[config.mk]
export PLATFORM = sky130hd
export DESIGN_NAME = ntt_ctrl
export DESIGN_NICKNAME = d
export VERILOG_FILES = /design/src/rtl/poly_pkg.sv /design/src/rtl/ntt_ctrl_wr_dly.sv /design/src/rtl/ntt_ctrl.sv
export SDC_FILE = /design/constraint.sdc
export NUM_CORES = 1
export LEC_CHECK = 0
export CORE_ASPECT_RATIO = 0.8
export CORE_MARGIN = 3
export CORE_UTILIZATION = 45
export CTS_BUF_LIST = sky130_fd_sc_hd__clkbuf_8
export DETAILED_ROUTE_END_ITERATION = 12
export GPL_TIMING_DRIVEN = 0
export PLACE_DENSITY = 0.63
export SLEW_MARGIN = 20
export SYNTH_ARGS = -nofsm -noshare
export SYNTH_HDL_FRONTEND = slang
export SYNTH_SLANG_ARGS = --single-unit
[constraint.sdc]
create_clock -name clk -period 4.19 [get_ports clk]
set_input_delay 0.838 -clock clk [delete_from_list [all_inputs] [get_ports clk]]
set_output_delay 0.838 -clock clk [all_outputs]
set_load 0.02 [all_outputs]
[src/rtl/poly_pkg.sv]
// Shared definitions for the polynomial unit: ring constants, butterfly
// mode encodings and the transform controller's state type.
package poly_pkg;

    localparam int N          = 256;
    localparam int Q          = 3329;
    localparam int NTT_LAYERS = 7;

    // Butterfly mode encodings carried on sel
    localparam logic [1:0] MODE_NTT  = 2'd0;
    localparam logic [1:0] MODE_INTT = 2'd1;
    localparam logic [1:0] MODE_BYP  = 2'd2;
    localparam logic [1:0] MODE_ILL  = 2'd3;

    typedef enum logic [1:0] {
        ST_IDLE  = 2'd0,
        ST_ISSUE = 2'd1,
        ST_DRAIN = 2'd2,
        ST_DONE  = 2'd3
    } state_t;

endpackage

[src/rtl/ntt_ctrl_wr_dly.sv]
// Fixed-depth shift register that carries {valid, addr0, addr1} of each
// issued pair until its butterfly result is ready to be written back.
module wr_dly #(
    parameter int DEPTH = 5,
    parameter int WIDTH = 17
) (
    input  logic             clk,
    input  logic             clr,
    input  logic [WIDTH-1:0] din,
    output logic [WIDTH-1:0] dout
);

    logic [WIDTH-1:0] stage_r [DEPTH];

    // Shift one stage per cycle; clear drops every tracked pair
    always_ff @(posedge clk) begin
        if (clr) begin
            for (int i = 0; i < DEPTH; i++) begin
                stage_r[i] <= {WIDTH{1'b0}};
            end
        end else begin
            stage_r[0] <= din;
            for (int i = 1; i < DEPTH; i++) begin
                stage_r[i] <= stage_r[i-1];
            end
        end
    end

    assign dout = stage_r[DEPTH-1];

endmodule

[src/rtl/ntt_ctrl.sv]
// Transform sequencer: walks the NTT, INTT or bypass pair schedule over the
// coefficient RAM, issuing one read pair plus twiddle index per cycle and
// writing each result back in place after the fixed read+butterfly latency.
module ntt_ctrl
    import poly_pkg::*;
#(
    parameter int AWID   = 8,
    parameter int KWID   = 7,
    parameter int SELWID = 2,
    parameter int RD_LAT = 1,
    parameter int BF_LAT = 4
) (
    input  logic              clk,
    input  logic              rst,
    input  logic              start,
    input  logic [SELWID-1:0] mode,
    output logic              busy,
    output logic              done,
    output logic [SELWID-1:0] sel,
    output logic              re,
    output logic [AWID-1:0]   ra0,
    output logic [AWID-1:0]   ra1,
    output logic [KWID-1:0]   widx,
    output logic              we,
    output logic [AWID-1:0]   wa0,
    output logic [AWID-1:0]   wa1
);

    localparam int L     = RD_LAT + BF_LAT;
    localparam int LWID  = 3;
    localparam int DWID  = $clog2(L + 1);
    localparam int PWID  = AWID - 1;
    localparam int DLW   = 1 + 2 * AWID;
    localparam int GENW  = 2 * AWID + KWID;

    localparam logic [AWID-1:0] ONE_A  = {{(AWID-1){1'b0}}, 1'b1};
    localparam logic [AWID-1:0] HALF_A = ONE_A << (AWID - 1);
    localparam logic [LWID-1:0] TOP_L  = LWID'(AWID - 2);

    state_t              state_r;
    logic [SELWID-1:0]   mode_r;
    logic [LWID-1:0]     l_r;
    logic [PWID-1:0]     p_r;
    logic [DWID-1:0]     dcnt_r;
    logic [DLW-1:0]      dly_in_s;
    logic [DLW-1:0]      dly_out_s;
    logic [LWID-1:0]     last_l_s;

    // Pair address / twiddle index for layer l, pair p of the given mode.
    // Block length is a power of two, so the pair's first address is p with
    // a zero bit inserted at position log2(len).
    function automatic logic [GENW-1:0] gen_addr(
        input logic [SELWID-1:0] m,
        input logic [LWID-1:0]   l,
        input logic [PWID-1:0]   p
    );
        logic [AWID-1:0] p_ext;
        logic [AWID-1:0] len;
        logic [AWID-1:0] mask;
        logic [AWID-1:0] grp;
        logic [AWID-1:0] a0;
        logic [AWID-1:0] a1;
        logic [KWID-1:0] w;
        logic [LWID-1:0] sh;
        p_ext = {1'b0, p};
        if (m == MODE_INTT) begin
            sh = l + 3'd1;
        end else begin
            sh = LWID'(AWID - 1) - l;
        end
        len  = ONE_A << sh;
        mask = len - ONE_A;
        grp  = p_ext >> sh;
        a0   = ((p_ext & ~mask) << 1) | (p_ext & mask);
        a1   = a0 | len;
        case (m)
            MODE_NTT:  w = KWID'((ONE_A << l) + grp);
            MODE_INTT: w = KWID'((HALF_A >> l) - ONE_A - grp);
            MODE_BYP: begin
                a0 = p_ext;
                a1 = p_ext | HALF_A;
                w  = {KWID{1'b0}};
            end
            default: begin
                a0 = {AWID{1'b0}};
                a1 = {AWID{1'b0}};
                w  = {KWID{1'b0}};
            end
        endcase
        return {a0, a1, w};
    endfunction

    // Bypass is a single pass; the transforms run every layer
    always_comb begin
        if (mode_r == MODE_BYP) begin
            last_l_s = {LWID{1'b0}};
        end else begin
            last_l_s = TOP_L;
        end
    end

    // Sequencer FSM with registered issue-side outputs
    always_ff @(posedge clk) begin
        if (rst) begin
            state_r <= ST_IDLE;
            mode_r  <= {SELWID{1'b0}};
            l_r     <= {LWID{1'b0}};
            p_r     <= {PWID{1'b0}};
            dcnt_r  <= {DWID{1'b0}};
            busy    <= 1'b0;
            done    <= 1'b0;
            sel     <= {SELWID{1'b0}};
            re      <= 1'b0;
            ra0     <= {AWID{1'b0}};
            ra1     <= {AWID{1'b0}};
            widx    <= {KWID{1'b0}};
        end else begin
            re   <= 1'b0;
            ra0  <= {AWID{1'b0}};
            ra1  <= {AWID{1'b0}};
            widx <= {KWID{1'b0}};
            done <= 1'b0;
            case (state_r)
                ST_IDLE: begin
                    if (start && (mode != MODE_ILL)) begin
                        state_r <= ST_ISSUE;
                        mode_r  <= mode;
                        sel     <= mode;
                        busy    <= 1'b1;
                        l_r     <= {LWID{1'b0}};
                        p_r     <= {PWID{1'b0}};
                        re      <= 1'b1;
                        {ra0, ra1, widx} <= gen_addr(mode, {LWID{1'b0}}, {PWID{1'b0}});
                    end else begin
                        busy <= 1'b0;
                        sel  <= {SELWID{1'b0}};
                    end
                end
                ST_ISSUE: begin
                    if (p_r == {PWID{1'b1}}) begin
                        state_r <= ST_DRAIN;
                        dcnt_r  <= {DWID{1'b0}};
                    end else begin
                        p_r <= p_r + 1'b1;
                        re  <= 1'b1;
                        {ra0, ra1, widx} <= gen_addr(mode_r, l_r, p_r + 1'b1);
                    end
                end
                ST_DRAIN: begin
                    if (dcnt_r == DWID'(L - 1)) begin
                        if (l_r == last_l_s) begin
                            state_r <= ST_DONE;
                            done    <= 1'b1;
                        end else begin
                            state_r <= ST_ISSUE;
                            l_r     <= l_r + 1'b1;
                            p_r     <= {PWID{1'b0}};
                            re      <= 1'b1;
                            {ra0, ra1, widx} <= gen_addr(mode_r, l_r + 1'b1, {PWID{1'b0}});
                        end
                    end else begin
                        dcnt_r <= dcnt_r + 1'b1;
                    end
                end
                ST_DONE: begin
                    state_r <= ST_IDLE;
                    busy    <= 1'b0;
                    sel     <= {SELWID{1'b0}};
                end
                default: begin
                    state_r <= ST_IDLE;
                    busy    <= 1'b0;
                    sel     <= {SELWID{1'b0}};
                end
            endcase
        end
    end

    assign dly_in_s = {re, ra0, ra1};

    wr_dly #(
        .DEPTH (L),
        .WIDTH (DLW)
    ) u_wr_dly (
        .clk  (clk),
        .clr  (rst),
        .din  (dly_in_s),
        .dout (dly_out_s)
    );

    assign we  = dly_out_s[DLW-1];
    assign wa0 = dly_out_s[2*AWID-1:AWID];
    assign wa1 = dly_out_s[AWID-1:0];

endmodule

==> flow_summary.json <==
{
  "drc": 0,
  "p_seq_share_pct": 42.7,
  "syn2layout_area_growth_pct": 19.6,
  "grt_max_degree": 17,
  "dpl-instance-area_um2": 6840,
  "cp_slowest_cell": "dfxtp_2",
  "fin_cells": 951,
  "start_util_pct": 46.8,
  "worst_slew_pin_slew_ns": 0.897,
  "whs_ns": 0.437,
  "cp.arrival_ns": 4.29,
  "hold_class": "register to register",
  "route.met2.wl_um": 7290,
  "antennaDiodeCount": 0,
  "setup_viol": 0,
  "ys_seq_elements": 130,
  "power.share.clock_pct": 34.2,
  "fin_crit_sh_pct": 95.3,
  "worst_slew_margin_rel_pct": 39.3,
  "skew_ns": 0.00758,
  "cpPeakStageDelay_ns": 0.41,
  "dr.first_iter.drc_count": 388,
  "finalWirelength_um": 16500,
  "placed_cells": 917,
  "finalHoldViolations": 0,
  "die_w_um": 137,
  "intPower_uw": 2050,
  "clock_path_buffers": 2,
  "fmax_ghz": 0.250,
  "firstDrtPassIters": 5,
  "cp.required_ns": 4.49,
  "wirelength_met1_um": 7960,
  "grt_pass1_wl_um": 26000,
  "powerDensity_nw_per_um2": 424,
  "worst_setup_path_start_kind": "register",
  "period_needed_ns": 3.99,
  "crit_top_cell": "clkbuf_4",
  "wire_per_inst_um": 17.4,
  "crit_buf_inv": 4,
  "rows": 37,
  "finalNetCount": 802,
  "portBuffers": 48,
  "ir_drop_mv": 0.286,
  "comb_power_share_pct": 23.1,
  "sw_frac_of_total_pct": 34.3,
  "critical_path_class": "register to register",
  "cts_tree": "built",
  "final_cell_mix": "128 x dfxtp_1, 92 x nor2b_1, 54 x nand2_1, 48 x clkdlybuf4s50_1, 44 x nor2_1",
  "pin_count": 50,
  "synth_cell_type_count": 60,
  "drive_gt1_share_pct": 11.6,
  "synth_nets": 733,
  "switchingPower_uw": 1070,
  "postLayoutCellArea_um2": 7340,
  "clock_sinks": 130,
  "core-area_um2": 13100,
  "drv_cap": 0,
  "track_usage_pct": 22.1,
  "topRoutingLayerUsed": "met4",
  "final_common_cell": "dfxtp_1",
  "hpwl_um": 12600,
  "cts_buffers": 17,
  "status": "finished clean",
  "slew_viol_final": 0,
  "synthArstFlopShare_pct": 0,
  "cts_hold_buf": 0,
  "power.leakage_uw": 0.00283,
  "syn_area_um2": 6140,
  "synth_cells": 694,
  "htreeDepth": 4,
  "grt_antenna_before_repair": 0,
  "grt_pass1_vias": 4867,
  "rsz0062_at_grt": "false",
  "synth_edf_count": 0,
  "avgSynthCellArea_um2": 8.84,
  "fin_ws_ns": 0.198,
  "clock_latency_ns": 0.44,
  "seq_area_frac_synth_pct": 42.4,
  "ys.flop_type": "dfxtp_1",
  "overflow": 0,
  "crit_chain": "clkbuf_4 > inv_1 > ha_1 > clkbuf_4 > mux2i_4 > clkbuf_4 > a311oi_1 > a21o_1 > ha_1 > fa_2 > a21o_1 > a21oi_2 > o21bai_1 > a21oi_1 > xnor2_1 > a221oi_1 > o22ai_1",
  "wl_met3_um": 1050,
  "cts_root_buffer": "clkbuf_8",
  "die_area_um2": 15100,
  "routabilityCongestion": 0.888,
  "drt-vias-per-instance": 5.49,
  "end_kind": "register",
  "ys_warn_count": 0,
  "critical_path.top_delay_family": "compound AO/OA/AOI/OAI gates",
  "ant_nets": 0,
  "pre_cts_ws_ns": -0.869,
  "clk_pin_slew_ns": 0.08,
  "path_max_fanout": 10,
  "via_count": 5221,
  "die_h_um": 110
}
## registers in the layout, summed over array words and instances, names as in the netlist
register	count
widx	7
sel	2
state_r	2
u_wr_dly.stage_r	85
busy	1
mode_r	2
re	1
ra1	8
p_r	7
l_r	3
done	1
dcnt_r	3
ra0	8
## cell type report
type | instances | area, um^2
Fill cell | 1202 | 5760
Multi-Input combinational cell | 490 | 3230
Sequential cell | 130 | 2610
Timing Repair Buffer | 50 | 495
Buffer | 56 | 314
Clock buffer | 17 | 234
Tap cell | 175 | 219
Clock inverter | 15 | 169
Inverter | 18 | 67.6
## cell families (layout without fill, tap and decap cells)
family / count (synthesis) / count (layout) / share of synthesized area [%]
AND/OR/NAND/NOR: 270 / 270 / 23.3
AO/OA/AOI/OAI: 158 / 158 / 16.8
flip-flops: 130 / 130 / 42.4
buffers and inverters: 74 / 156 / 5.77
adder cells (fa/ha/maj): 34 / 34 / 7.18
XOR/XNOR: 17 / 17 / 2.43
multiplexers: 11 / 11 / 2.12
## timing repair
action | in CTS | in global routing
buffers inserted | 2 | 0
endpoints found under the setup margin | 6 | 4
resized for setup | 12 | 16
pin swaps | 0 | 1
## synthesized netlist by cell type, drive strengths merged, types with 6 or more instances
library cell | instances | area (um^2)
nand2b | 10 | 65.1
a21o | 8 | 60.1
xnor2 | 12 | 105
nor2 | 44 | 165
clkbuf | 32 | 120
nand2 | 54 | 203
buf | 24 | 166
o21ai | 35 | 175
inv | 18 | 67.6
a211oi | 8 | 60.1
nor3 | 20 | 100
a31oi | 7 | 43.8
a21oi | 44 | 231
nor2b | 92 | 576
dfxtp | 130 | 2600
o31ai | 6 | 45.0
mux2 | 6 | 67.6
nand3 | 18 | 90.1
ha | 32 | 400
## worst register-to-register path, cell delays in order, from the launching register on
cell and delay (ns):
dfxtp_2 0.41, clkbuf_4 0.26, inv_1 0.13, ha_1 0.32
clkbuf_4 0.20, mux2i_4 0.24, clkbuf_4 0.26, a311oi_1 0.09
a21o_1 0.21, ha_1 0.22, fa_2 0.37, a21o_1 0.18
a21oi_2 0.17, o21bai_1 0.08, a21oi_1 0.18, xnor2_1 0.10
a221oi_1 0.26, o22ai_1 0.17
## path summary, 6_finish.rpt
| kind | endpoint | cells after the start | from | slack (ns) |
|---|---|---|---|---|
| max | widx[6]$_SDFF_PP0_ | 17 | l_r[2]$_SDFFE_PP0P_ | 0.20 |
| min | u_wr_dly.stage_r[0][61]$_SDFF_PP0_ | 1 | u_wr_dly.stage_r[0][44]$_SDFF_PP0_ | 0.44 |
| max reg2reg | widx[6]$_SDFF_PP0_ | 17 | l_r[2]$_SDFFE_PP0P_ | 0.20 |
| min reg2reg | u_wr_dly.stage_r[0][61]$_SDFF_PP0_ | 1 | u_wr_dly.stage_r[0][44]$_SDFF_PP0_ | 0.44 |
## power groups by stage
stage | Clock [uW] | Combinational (uW) | Sequential [uW]
after CTS | 1090 | 702 | 1330
final | 1060 | 719 | 1330
after detailed placement | 0 | 693 | 1360
after global placement | 0 | 695 | 1360
after global routing | 1140 | 779 | 1340
after floorplan | 0 | 440 | 1380
## metrics by stage
step	utilization (%)	setup TNS [ns]	power (uW)
2_1_floorplan	-	0	1830
3_3_place_gp	52.2	-3.16	2050
3_5_place_dp	52.2	-3.08	2050
4_1_cts	55.7	0	3130
5_1_grt	56.0	0	3260
6_report	56.0	0	3110
## metal layers
metal	vias up	GRT usage [%]
li1	2521	-
met1	2490	32.0
met2	187	33.4
met3	23	4.83
met4	0	5.44
met5	-	0
No activity file was read; power rests on OpenSTA's default activity.
